--- config.mk ---
export PLATFORM = sky130hd
export DESIGN_NAME = pin_entry
export DESIGN_NICKNAME = d
export VERILOG_FILES = /design/src/rtl/atm_pkg.sv /design/src/rtl/pin_entry_key_edge.sv /design/src/rtl/pin_entry.sv
export SDC_FILE = /design/constraint.sdc
export NUM_CORES = 1
export LEC_CHECK = 0
export BUFFER_PORTS_ARGS = -buffer_cell sky130_fd_sc_hd__buf_2
export CAP_MARGIN = 15
export CORE_MARGIN = 2
export CORE_UTILIZATION = 47
export DETAILED_ROUTE_END_ITERATION = 8
export PLACE_DENSITY = 0.75
export SETUP_SLACK_MARGIN = 0.1
export SYNTH_ARGS = -nofsm -noshare
export SYNTH_HDL_FRONTEND = slang
export SYNTH_SLANG_ARGS = --single-unit
export TNS_END_PERCENT = 10
--- constraint.sdc ---
create_clock -name i_clk -period 6.75 [get_ports i_clk]
set_input_delay 1.35 -clock i_clk [delete_from_list [all_inputs] [get_ports i_clk]]
set_output_delay 1.35 -clock i_clk [all_outputs]
set_load 0.05 [all_outputs]
--- src/rtl/atm_pkg.sv ---
// Shared types and helpers for the ATM PIN-entry logic.
package atm_pkg;

    typedef enum logic [1:0] {
        S_IDLE    = 2'd0,
        S_COLLECT = 2'd1,
        S_DONE    = 2'd2
    } pin_state_e;

    localparam int PIN_DIGITS = 4;

    // Index of the set bit; only called when exactly one bit is set.
    function automatic logic [3:0] onehot_to_bcd(input logic [9:0] onehot);
        logic [3:0] v;
        v = '0;
        for (int i = 0; i < 10; i++) begin
            if (onehot[i]) v = 4'(i);
        end
        return v;
    endfunction

endpackage

--- src/rtl/pin_entry_key_edge.sv ---
// key_edge: rising-edge detector of parameterised width against a registered copy.
module key_edge #(
    parameter int W = 1
) (
    input  logic         i_clk,
    input  logic         i_rst,
    input  logic [W-1:0] i_level,
    output logic [W-1:0] o_rise
);

    logic [W-1:0] r_prev;

    always_ff @(posedge i_clk) begin
        if (!i_rst) r_prev <= '0;
        else        r_prev <= i_level;
    end

    assign o_rise = i_level & ~r_prev;

endmodule

--- src/rtl/pin_entry.sv ---
// pin_entry: 4-digit PIN capture from a raw keypad with enter/cancel handling.
// Optional inactivity timeout is built only when PIN_TIMEOUT_EN is defined.
//
//   state     | meaning
//   S_IDLE    | no session; waits for pass_en (re-armed by pass_en low after a PIN)
//   S_COLLECT | capturing digits, watching enter/cancel/timeout
//   S_DONE    | single cycle presenting the PIN with pass_valid
module pin_entry
    import atm_pkg::*;
#(
    parameter int P_WIDTH = 16,
    parameter int T_WIDTH = 32
) (
    input  logic               i_clk,
    input  logic               i_rst,
    input  logic               i_pass_en,
    input  logic [9:0]         i_digit_buttons,
    input  logic               i_enter_button,
    input  logic               i_cancel_button,
    input  logic [T_WIDTH-1:0] i_threshold,
    output logic [P_WIDTH-1:0] o_in_password,
    output logic               o_pass_valid,
    output logic [2:0]         o_digit_count,
    output logic               o_key_error,
    output logic               o_short_entry,
    output logic               o_pin_timeout
);

    pin_state_e         r_state, w_state_nxt;
    logic [P_WIDTH-1:0] r_pin, w_pin_nxt;
    logic [2:0]         r_count, w_count_nxt;
    logic               r_rearm, w_rearm_nxt;
    logic               r_key_error, w_key_error_nxt;
    logic               r_short_entry, w_short_entry_nxt;
    logic               r_pin_timeout, w_pin_timeout_nxt;
    logic [9:0]         w_digit_edge;
    logic [1:0]         w_ctrl_edge;
    logic               w_enter_edge, w_cancel_edge;
    logic               w_multi_key, w_single_key;
    logic               w_digit_accept, w_timeout_hit;

    key_edge #(.W(10)) u_digit_edge (
        .i_clk   (i_clk),
        .i_rst   (i_rst),
        .i_level (i_digit_buttons),
        .o_rise  (w_digit_edge)
    );

    key_edge #(.W(2)) u_ctrl_edge (
        .i_clk   (i_clk),
        .i_rst   (i_rst),
        .i_level ({i_cancel_button, i_enter_button}),
        .o_rise  (w_ctrl_edge)
    );

    assign w_enter_edge  = w_ctrl_edge[0];
    assign w_cancel_edge = w_ctrl_edge[1];
    assign w_multi_key   = ($countones(w_digit_edge) > 1);
    assign w_single_key  = $onehot(w_digit_edge);

    // Priority in COLLECT: cancel/pass_en drop, timeout, enter, then digits.
    always_comb begin
        w_state_nxt       = r_state;
        w_pin_nxt         = r_pin;
        w_count_nxt       = r_count;
        w_rearm_nxt       = r_rearm;
        w_key_error_nxt   = 1'b0;
        w_short_entry_nxt = 1'b0;
        w_pin_timeout_nxt = 1'b0;
        w_digit_accept    = 1'b0;
        if (!i_pass_en) w_rearm_nxt = 1'b0;
        case (r_state)
            S_IDLE: begin
                if (i_pass_en && !r_rearm && !w_cancel_edge) begin
                    w_state_nxt = S_COLLECT;
                    w_pin_nxt   = '0;
                    w_count_nxt = '0;
                end
            end
            S_COLLECT: begin
                if (w_cancel_edge || !i_pass_en) begin
                    w_state_nxt = S_IDLE;
                    w_pin_nxt   = '0;
                    w_count_nxt = '0;
                end else if (w_timeout_hit) begin
                    w_state_nxt       = S_IDLE;
                    w_pin_nxt         = '0;
                    w_count_nxt       = '0;
                    w_pin_timeout_nxt = 1'b1;
                end else if (w_enter_edge) begin
                    if (r_count == 3'(PIN_DIGITS)) begin
                        w_state_nxt = S_DONE;
                        w_count_nxt = '0;
                        w_rearm_nxt = 1'b1;
                    end else begin
                        w_short_entry_nxt = 1'b1;
                        w_pin_nxt         = '0;
                        w_count_nxt       = '0;
                    end
                end else if (w_multi_key) begin
                    w_key_error_nxt = 1'b1;
                end else if (w_single_key && r_count < 3'(PIN_DIGITS)) begin
                    w_pin_nxt      = {r_pin[P_WIDTH-5:0], onehot_to_bcd(w_digit_edge)};
                    w_count_nxt    = r_count + 3'd1;
                    w_digit_accept = 1'b1;
                end
            end
            S_DONE: begin
                w_state_nxt = S_IDLE;
                w_pin_nxt   = '0;
                w_count_nxt = '0;
            end
            default: begin
                w_state_nxt = S_IDLE;
                w_pin_nxt   = '0;
                w_count_nxt = '0;
            end
        endcase
    end

    always_ff @(posedge i_clk) begin
        if (!i_rst) begin
            r_state       <= S_IDLE;
            r_pin         <= '0;
            r_count       <= '0;
            r_rearm       <= 1'b0;
            r_key_error   <= 1'b0;
            r_short_entry <= 1'b0;
            r_pin_timeout <= 1'b0;
        end else begin
            r_state       <= w_state_nxt;
            r_pin         <= w_pin_nxt;
            r_count       <= w_count_nxt;
            r_rearm       <= w_rearm_nxt;
            r_key_error   <= w_key_error_nxt;
            r_short_entry <= w_short_entry_nxt;
            r_pin_timeout <= w_pin_timeout_nxt;
        end
    end

`ifdef PIN_TIMEOUT_EN
    logic [T_WIDTH-1:0] r_timer, w_timer_nxt;

    // Fires on the cycle the count would reach the threshold; zero disables.
    assign w_timeout_hit = (r_state == S_COLLECT) && (i_threshold != '0) &&
                           (r_timer == i_threshold - T_WIDTH'(1));

    always_comb begin
        w_timer_nxt = '0;
        if (r_state == S_COLLECT && w_state_nxt == S_COLLECT && !w_digit_accept)
            w_timer_nxt = r_timer + T_WIDTH'(1);
    end

    always_ff @(posedge i_clk) begin
        if (!i_rst) r_timer <= '0;
        else        r_timer <= w_timer_nxt;
    end
`else
    logic w_unused_threshold;
    assign w_unused_threshold = ^i_threshold;
    assign w_timeout_hit      = 1'b0;
`endif

    assign o_pass_valid  = (r_state == S_DONE);
    assign o_in_password = (r_state == S_DONE) ? r_pin : '0;
    assign o_digit_count = r_count;
    assign o_key_error   = r_key_error;
    assign o_short_entry = r_short_entry;
    assign o_pin_timeout = r_pin_timeout;

endmodule

# == Word level (Yosys, flattened, before mapping) ==
# Cells that the tools add are included.
# op_classes
addsub,19
mul,0
div,0
n_lt_le_gt_ge,2
eq_ne,10
n_shift,0
n_mux,35
bitwise,7
reduce_logical,13
# ops
cell,n
$mux 16,7
$mux 4,8
$pmux 16 s2,1
$add 1x1->2,10
$mux 3,5
$add 2x2->3,4
$and 10x10->10,1
$not 10->10,1
$add 3x3->4,2
$mux 1,8
$mux 2,4
$ne 4x3->1 const B,2
$reduce_or 4->1,2
$pmux 3 s2,1
$reduce_and 3->1,2
$add 4x2->5,1
$gt 5x1->1 const B,1
$add 4x2->4,1
$eq 4x1->1 const B,1
$ne 4x4->1 const B,1
$pmux 2 s2,1
$reduce_and 4->1,1
$add 3x1->3 const B,1
$eq 3x3->1 const B,1
13 further kinds,19
# word_totals
reg_bits,36
latchBits,0
ram_bits,0
romBits,0
in_bits,47
output_inout_bits,23
word_cells,94
memories,0

# == Longest topological paths before layout ==
# Gate-level depths: netlist of run 1.
# logic_depth
ltp_word,16
depth_mapped,14

# == By module ==
# Synthesis of run 1 repeated with hierarchy kept, for this count alone.
# hier_totals
cells_unflattened,172
hier_area_um2,1762.9
# by_module_without_submodules
module,instances,cells_each,area_each_um2,seq_area_each_um2
pin_entry,1,136,1357.6,480.5
key_edge (u_digit_edge),1,30,325.3,200.2
key_edge (u_ctrl_edge),1,6,80.1,40.0

# == Least setup slack after synthesis of run 1 ==
# OpenSTA, ideal clock, no wires.
# synth_path
path_type,input to register
from,in i_digit_buttons[3]
to,reg r_pin[10]
arrival_ns,5.108
required_ns,6.633
slack_ns,1.525
path_stages,14
path_buffers,1
path_cell_list,nor2b_1 fa_1 inv_1 fa_1 fa_1 inv_1 ha_1 fa_1 nor2b_1 a21oi_1 or4b_4 a221o_1 buf_6 a22o_1
# synth_between
elab_chain_cells,9
elab_cells_between_ends,15
cone_classes,add/sub: 8; order compare: 1; eq/ne: 3; bitwise: 1; reduce/logical: 2
# synth_lines
item,line,text
start: declaration,pin_entry.sv:17,"input logic [9:0] i_digit_buttons,"
$and 10x10->10 *,pin_entry_key_edge.sv:18,assign o_rise = i_level & ~r_prev;
"parallel branches: the longest is 7 deep, another holds $add 4x2->5",--,
$reduce_and 4->1 (no line) *,--,
end signal: assignment,pin_entry.sv:132,r_pin <= w_pin_nxt;
end: declaration,pin_entry.sv:30,"logic [P_WIDTH-1:0] r_pin, w_pin_nxt;"
# Mark *: on every way between the ends.
# A chain may end at the register's enable or synchronous reset.

# == Worst setup path after layout of run 1 ==
# layout_path
from,in i_digit_buttons[3]
to,reg r_pin[5]
# Same word-level chain as after synthesis.

==> results.tsv, run 1 <==
stage	metric	value	unit
logic_synthesis	largest family of logic cells by synthesized area	simple AND/OR/NAND/NOR gates	
worst_setup_path	Reg2Reg Launch Point	u_digit_edge.r_prev[9]$_SDFF_PN0_	
global_routing	GRT overflow	0	
route	routed length per instance	11.9	um
worst_setup_path	CP arrival	5.45	ns
floorplanning	Initial Utilization	49.3	%
layout	fill cell count	320	
placed_design	pre-CTS setup slack	1.17	ns
global_routing	vias in the first global route	1230	
logic_synthesis	Synth Area in Simple Gates	25.9	%
timing	fin crit period	5.21	ns
placed_design	port bufs	36	
timing	Relative slew margins	46.6	%
timing	Slew @ Worst Pin	0.800	ns
timing	Fin Setup TNS	0	ns
floorplanning	Core Region	3360	um2
power_and_ir_drop	total chip power	479	uW
clocking	CTS Buffer Depth	2	
logic_synthesis	post-synthesis adder-cell area fraction	10.3	%
route	Vias per Instance	5.00	
floorplanning	io pins	70	
min_path	Worst Min Path Start	r_pin[15]$_SDFFE_PN0P_	
global_routing	largest net degree at the start of global routing	20	
layout	FF/Latch Area	721	um2
global_routing	initial antenna violation count	0	
min_path	Hold WC Path Type	flop to flop	
placed_design	dpl hpwl	2.35	mm
logic_synthesis	EDFF count, synth	0	
clocking	clk_lat worst skew	0.34	ns
layout	layout cells sized above 1	25.0	%
clocking	H-tree Lvls	2	
clocking	Post-CTS Setup Bufs	0	
route	WL final	3.03	mm
worst_setup_path	FF-to-FF End	r_pin[5]$_SDFFE_PN0P_	
timing	Max Fclk	192	MHz
global_routing	first-pass GRT wire length	5.29	mm
timing	Final Hold Fails	0	
logic_synthesis	Syn Inst Count	169	
logic_synthesis	Cell variety after synth	35	
worst_setup_path	Max FO, Critical Path	14	
timing	Setup violations, final	0	
clocking	cts bufs inserted	5	
logic_synthesis	sequential share of the synthesized area	43.5	%
placed_design	gpl congestion	0.876	
min_path	worst min-delay path endpoint	r_pin[15]$_SDFFE_PN0P_	
worst_setup_path	worst r2r path cells	12	
power_and_ir_drop	maximum VDD drop	0.000151	V
clocking	root buf cell	clkbuf_4	
power_and_ir_drop	power per cell area	244	nW/um2
run	Max Cap Viol	0	
floorplanning	FP Rows	21	
logic_synthesis	Compound-Gate Fraction of Synth Area	15.0	%
timing	setup ws final	1.54	ns
timing	RSZ-0062 raised after global routing	false	
timing	Max Slew Vio Count	0	
min_path	WHS Path Cells	1	
clocking	hold_buf cts	0	
layout	final net count	264	
route	Antenna Violating Nets Remaining	0	
logic_synthesis	Synth Cell Area	1660	um2
outcome	status	finished, final reports clean	
floorplanning	die width	63.4	um
route	# DRC	0	
logic_synthesis	Syn Area/Cell	9.81	um2
route	DRT iter0 DRCs	47	
logic_synthesis	Post-Synth XOR/XNOR Area	0	%
worst_setup_path	WS Path Type	input port to flop	
logic_synthesis	Post-synth ARST share	0	%
worst_setup_path	reg2reg setup slack	2.30	ns
layout	area occupied by multi-input gates	872	um2
logic_synthesis	mux cell area share after synthesis	1.21	%
route	Vias	1271	
worst_setup_path	CP required	6.98	ns
clocking	register clock-pin slew on the reported worst setup and hold paths	0.11	ns
logic_synthesis	Synthesis Warnings	0	
clocking	CTS tree	yes	
power_and_ir_drop	P_leak	0.895	nW
worst_setup_path	Worst Setup SP	i_digit_buttons[3]	
floorplanning	DIE AREA	4020	um2
clocking	# clock sinks	36	
floorplanning	die height	63.4	um
timing	Clock Skew	0.00866	ns
logic_synthesis	most frequently used flop master after synthesis	dfxtp_1	
layout	Syn-to-layout area delta	18.4	%
route	Initial DRT Pass Iterations	4	
logic_synthesis	FF+latch count, synth	36	
worst_setup_path	Setup crit end kind	flop	
worst_setup_path	kind of start point of the critical path	input port	
timing	final worst-path cycle share	77.2	%
logic_synthesis	syn nets	226	
clocking	Resized cells post-CTS	0	
global_routing	total global-route track usage	16.8	%
layout	# diodes	0	
worst max path at each step:
stage / end / slack, ns / depth (start not counted)
floorplan: r_pin[10]$_SDFFE_PN0P_ / 1.52 / 14
global placement: r_pin[3]$_SDFFE_PN0P_ / 1.22 / 14
detailed placement: r_pin[5]$_SDFFE_PN0P_ / 1.17 / 14
CTS: r_pin[5]$_SDFFE_PN0P_ / 1.54 / 14
global route: r_pin[5]$_SDFFE_PN0P_ / 1.41 / 14
finish: r_pin[5]$_SDFFE_PN0P_ / 1.54 / 14
through the flow:
stage / utilization, % / std cells / hold slack [ns] / instance area [um2]
global route: 58.4 / 254 / 0.517 / 1960
floorplan: - / 169 / 0.440 / 1660
CTS: 58.4 / 254 / 0.487 / 1960
finish: 58.4 / 254 / 0.484 / 1960
detailed placement: 55.5 / 246 / 0.462 / 1870
global placement: 55.5 / 246 / 0.453 / 1870
placed cells by master (no fill, tap or decap), types with 2 or more instances in the layout:
master / n
a22o_2: 4
and2_1: 28
clkbuf_4: 5
o211ai_1: 2
o21a_1: 2
ha_1: 4
nand2b_1: 9
mux2i_1: 2
a211oi_1: 2
nor2_1: 5
inv_1: 8
fa_1: 6
nor2b_1: 8
clkbuf_8: 2
a22o_1: 9
a31oi_1: 2
nand2_1: 13
dfxtp_1: 36
o21ai_0: 4
a21oi_1: 3
nand4_1: 2
nor3_1: 3
buf_2: 36
flip-flops by register name, indices dropped and copies added, names as in the netlist:
register             cells
u_digit_edge.r_prev     10
o_key_error              1
r_rearm                  1
r_state                  2
o_digit_count            3
u_ctrl_edge.r_prev       2
r_pin                   16
o_short_entry            1
metal layers:
layer | GRT usage (%) | share of wire, % | vias up
li1 | - | - | 651
met1 | 19.8 | 45 | 579
met2 | 27.9 | 47 | 34
met3 | 4.64 | 5.0 | 7
met4 | 8.15 | 2.4 | 0
met5 | 0 | 0 | -
power by group:
part	internal, mW	switching [mW]
Clock	0.0983	0.0700
Combinational	0.0394	0.0531
Sequential	0.217	0.00139
cell families after synthesis:
kind of cell / after synthesis
simple gates: 74
other cells: 1
compound gates: 32
buf+inv: 14
mux: 2
fa+ha+maj: 10
flops: 36
cells in the mapped netlist, types with 2 or more instances:
cell type,n,area [um2]
a31oi_1,2,12.5
nand2_1,13,48.8
and2_1,28,175
nor2b_1,8,50.1
dfxtp_1,36,721
clkbuf_1,3,11.3
nand4_1,2,12.5
nor3_1,3,15.0
a21oi_1,3,15.0
a211oi_1,2,15.0
nor2_1,5,18.8
fa_1,6,120
o21ai_0,4,20.0
o211ai_1,2,15.0
inv_1,8,30.0
mux2i_1,2,20.0
a22o_1,9,78.8
ha_1,4,50.1
o21a_1,2,15.0
a22o_2,4,40.0
nand2b_1,9,56.3
layout make-up:
cell class	instances	share of cell area, %
clock inverter	1	1.53
tap	46	2.93
sequential	36	36.7
inverter	8	1.53
timing repair buffer	37	9.56
multi-input combinational	119	44.4
clock buffer	7	3.31
worst max-delay path, stage by stage:
cell and delay [ns]:
buf_2 0.10, nor2b_1 0.16, fa_1 0.53, inv_1 0.05, fa_1 0.46, fa_1 0.55, inv_1 0.04, ha_1 0.22
fa_1 0.38, nor2b_1 0.12, a21oi_1 0.08, or4b_4 0.51, a221o_1 0.56, a22o_2 0.33
(Power assumes the default switching activity.)
==> run 2: changes to the inputs <==
==> constraint.sdc (replaced) <==
create_clock -name i_clk -period 4.9 [get_ports i_clk]
set_input_delay 0.98 -clock i_clk [delete_from_list [all_inputs] [get_ports i_clk]]
set_output_delay 0.98 -clock i_clk [all_outputs]
set_load 0.05 [all_outputs]
==> results.tsv, run 2 (same netlist as run 1, synthesis figures left out) <==
stage	metric	value	unit	change
timing	setup ws final	0.292	ns	-1.24 ns
min_path	Worst Min Path Start	r_pin[2]$_SDFFE_PN0P_		
layout	max reg flops	16		unchanged
clocking	CTS Buffer Depth	2		unchanged
timing	Max Slew Vio Count	0		unchanged
clocking	H-tree Lvls	2		unchanged
timing	fin crit period	4.61	ns	
min_path	Hold WC Path Type	flop to flop		
layout	# diodes	0		unchanged
placed_design	Placed Area	1930	um2	+3.5%
global_routing	vias in the first global route	1246		+1.3%
worst_setup_path	kind of start point of the critical path	input port		
placed_design	gpl congestion	0.841		-3.9%
layout	fill cell count	313		-2.2%
placed_design	DP Cell Count	254		+3.3%
timing	Fin Setup TNS	0	ns	unchanged
clocking	clk_lat worst skew	0.34	ns	about the same
worst_setup_path	CP arrival	4.84	ns	-0.61 ns
min_path	WHS Path Cells	2		+1
layout	Final Non-Filler Cells	262		+3.1%
timing	RSZ-0062 raised after global routing	false		
clocking	root buf cell	clkbuf_4		
floorplanning	die width	63.4	um	unchanged
layout	Syn-to-layout area delta	20.2	%	
placed_design	pre-CTS setup slack	-0.150	ns	-1.32 ns
layout	layout cells sized above 1	27.8	%	+2.8 points
timing	Setup violations, final	0		unchanged
timing	Max Fclk	217	MHz	
power_and_ir_drop	switching power	177	uW	+42%
route	Vias per Instance	5.03		+0.46%
timing	smallest hold slack	0.477	ns	-0.00672 ns
outcome	status	finished, final reports clean		
layout	commonest cells after routing, fill and taps aside	buf_2 (36), dfxtp_1 (36), and2_1 (28), nand2_1 (13)		
floorplanning	DIE AREA	4020	um2	unchanged
global_routing	GRT overflow	0		unchanged
worst_setup_path	worst r2r path cells	13		+1
timing	final worst-path cycle share	94.0	%	
clocking	cts bufs inserted	5		unchanged
power_and_ir_drop	Seq pwr share	47.8	%	+2.2 points
placed_design	dpl hpwl	2.42	mm	+3.4%
route	WL final	3.13	mm	+3.6%
timing	Slew @ Worst Pin	0.757	ns	-0.0425 ns
route	# DRC	0		unchanged
global_routing	largest net degree at the start of global routing	20		unchanged
worst_setup_path	reg2reg setup slack	0.73	ns	-1.57 ns
clocking	Resized cells post-CTS	0		unchanged
route	DRT iter0 DRCs	88		+87%
placed_design	port bufs	36		unchanged
power_and_ir_drop	maximum VDD drop	0.000168	V	+12%
worst_setup_path	WS Path Type	input port to flop		
power_and_ir_drop	power per cell area	316	nW/um2	+29%
layout	Design Area, Final	1990	um2	+1.5%
power_and_ir_drop	Net Sw Frac	28.1	%	+2.1 points
power_and_ir_drop	power share of the combinational group	26.0	%	+6.7 points
power_and_ir_drop	P_int	452	uW	+27%
floorplanning	die height	63.4	um	unchanged
route	Antenna Violating Nets Remaining	0		unchanged
power_and_ir_drop	clock power share	26.2	%	-8.9 points
worst_setup_path	Reg2Reg Launch Point	u_digit_edge.r_prev[7]$_SDFF_PN0_		
clocking	# clock sinks	36		unchanged
timing	Clock Skew	0.00553	ns	-0.00313 ns
run	Max Cap Viol	0		unchanged
power_and_ir_drop	P_leak	0.913	nW	+2.0%
timing	Final Hold Fails	0		unchanged
global_routing	first-pass GRT wire length	5.38	mm	+1.7%
clocking	register clock-pin slew on the reported worst setup and hold paths	0.10	ns	about the same
route	Vias	1317		+3.6%
worst_setup_path	CP required	5.13	ns	-1.85 ns
clocking	Post-CTS Setup Bufs	0		unchanged
timing	Relative slew margins	49.4	%	+2.8 points
worst_setup_path	Max FO, Critical Path	14		unchanged
layout	largest register by flop count	r_pin		
clocking	CTS tree	yes		
floorplanning	io pins	70		unchanged
layout	final net count	272		+3.0%
route	Initial DRT Pass Iterations	4		unchanged
floorplanning	Initial Utilization	49.3	%	unchanged
worst_setup_path	Worst Setup SP	i_digit_buttons[3]		
global_routing	initial antenna violation count	0		unchanged
floorplanning	Core Region	3360	um2	unchanged
floorplanning	FP Rows	21		unchanged
clocking	hold_buf cts	0		unchanged
route	routed length per instance	12.0	um	+0.41%
worst_setup_path	Setup crit end kind	flop		
global_routing	total global-route track usage	17.0	%	+0.24 points
[run 2: changes by cell type in the layout (fill, tap and decap cells not counted)]
cell       before  now
buf_4           1    9
clkbuf_1        0    2
bufinv_16       1    0
clkbuf_8        2    1
fa_1            6    5
fa_2            0    1
ha_1            4    3
ha_2            0    1
[run 2: power by group through the flow]
stage	Clock, mW	Combinational (mW)	Sequential (mW)
floorplan	0	0.102	0.309
global placement	0	0.156	0.308
detailed placement	0	0.164	0.308
CTS	0.170	0.164	0.301
global route	0.181	0.184	0.302
finish	0.165	0.163	0.301
[run 2: path summary, 6_finish.rpt]
check                          endpoint
setup / recovery  r_pin[5]$_SDFFE_PN0P_
setup reg to reg  r_pin[5]$_SDFFE_PN0P_
hold reg to reg   r_pin[2]$_SDFFE_PN0P_
hold / removal    r_pin[2]$_SDFFE_PN0P_
[run 2: metrics by stage]
step                      power [mW]  util (%)
after detailed placement       0.471      57.5
after floorplan                0.411         -
after CTS                      0.635      59.2
after global routing           0.667      59.2
final                          0.629      59.2
after global placement         0.463      57.5
[run 2: cell type report]
type / count / area (um2) / area share [%]
well taps: 46 / 57.6 / 2.89
flip-flops and latches: 36 / 721 / 36.2
clock buffers: 8 / 58.8 / 2.95
multi-input cells: 119 / 877 / 44.0
repair buffers: 45 / 248 / 12.4
inverters: 8 / 30.0 / 1.51
[run 2: layer usage]
layer,part of all wire [%],vias up,GRT usage (%)
met2,48,36,27.4
met1,44,610,21.1
met3,6.8,6,4.46
met4,0.93,0,8.15
li1,-,665,-
met5,0,-,0
[run 2: critical path: stages]
cell,delay (ns)
buf_2,0.10
nor2b_1,0.15
fa_1,0.55
inv_1,0.05
fa_1,0.46
fa_1,0.55
inv_1,0.05
ha_2,0.19
fa_2,0.33
nor2b_1,0.11
a21oi_1,0.06
or4b_4,0.49
a221o_1,0.32
buf_4,0.19
a22o_2,0.27
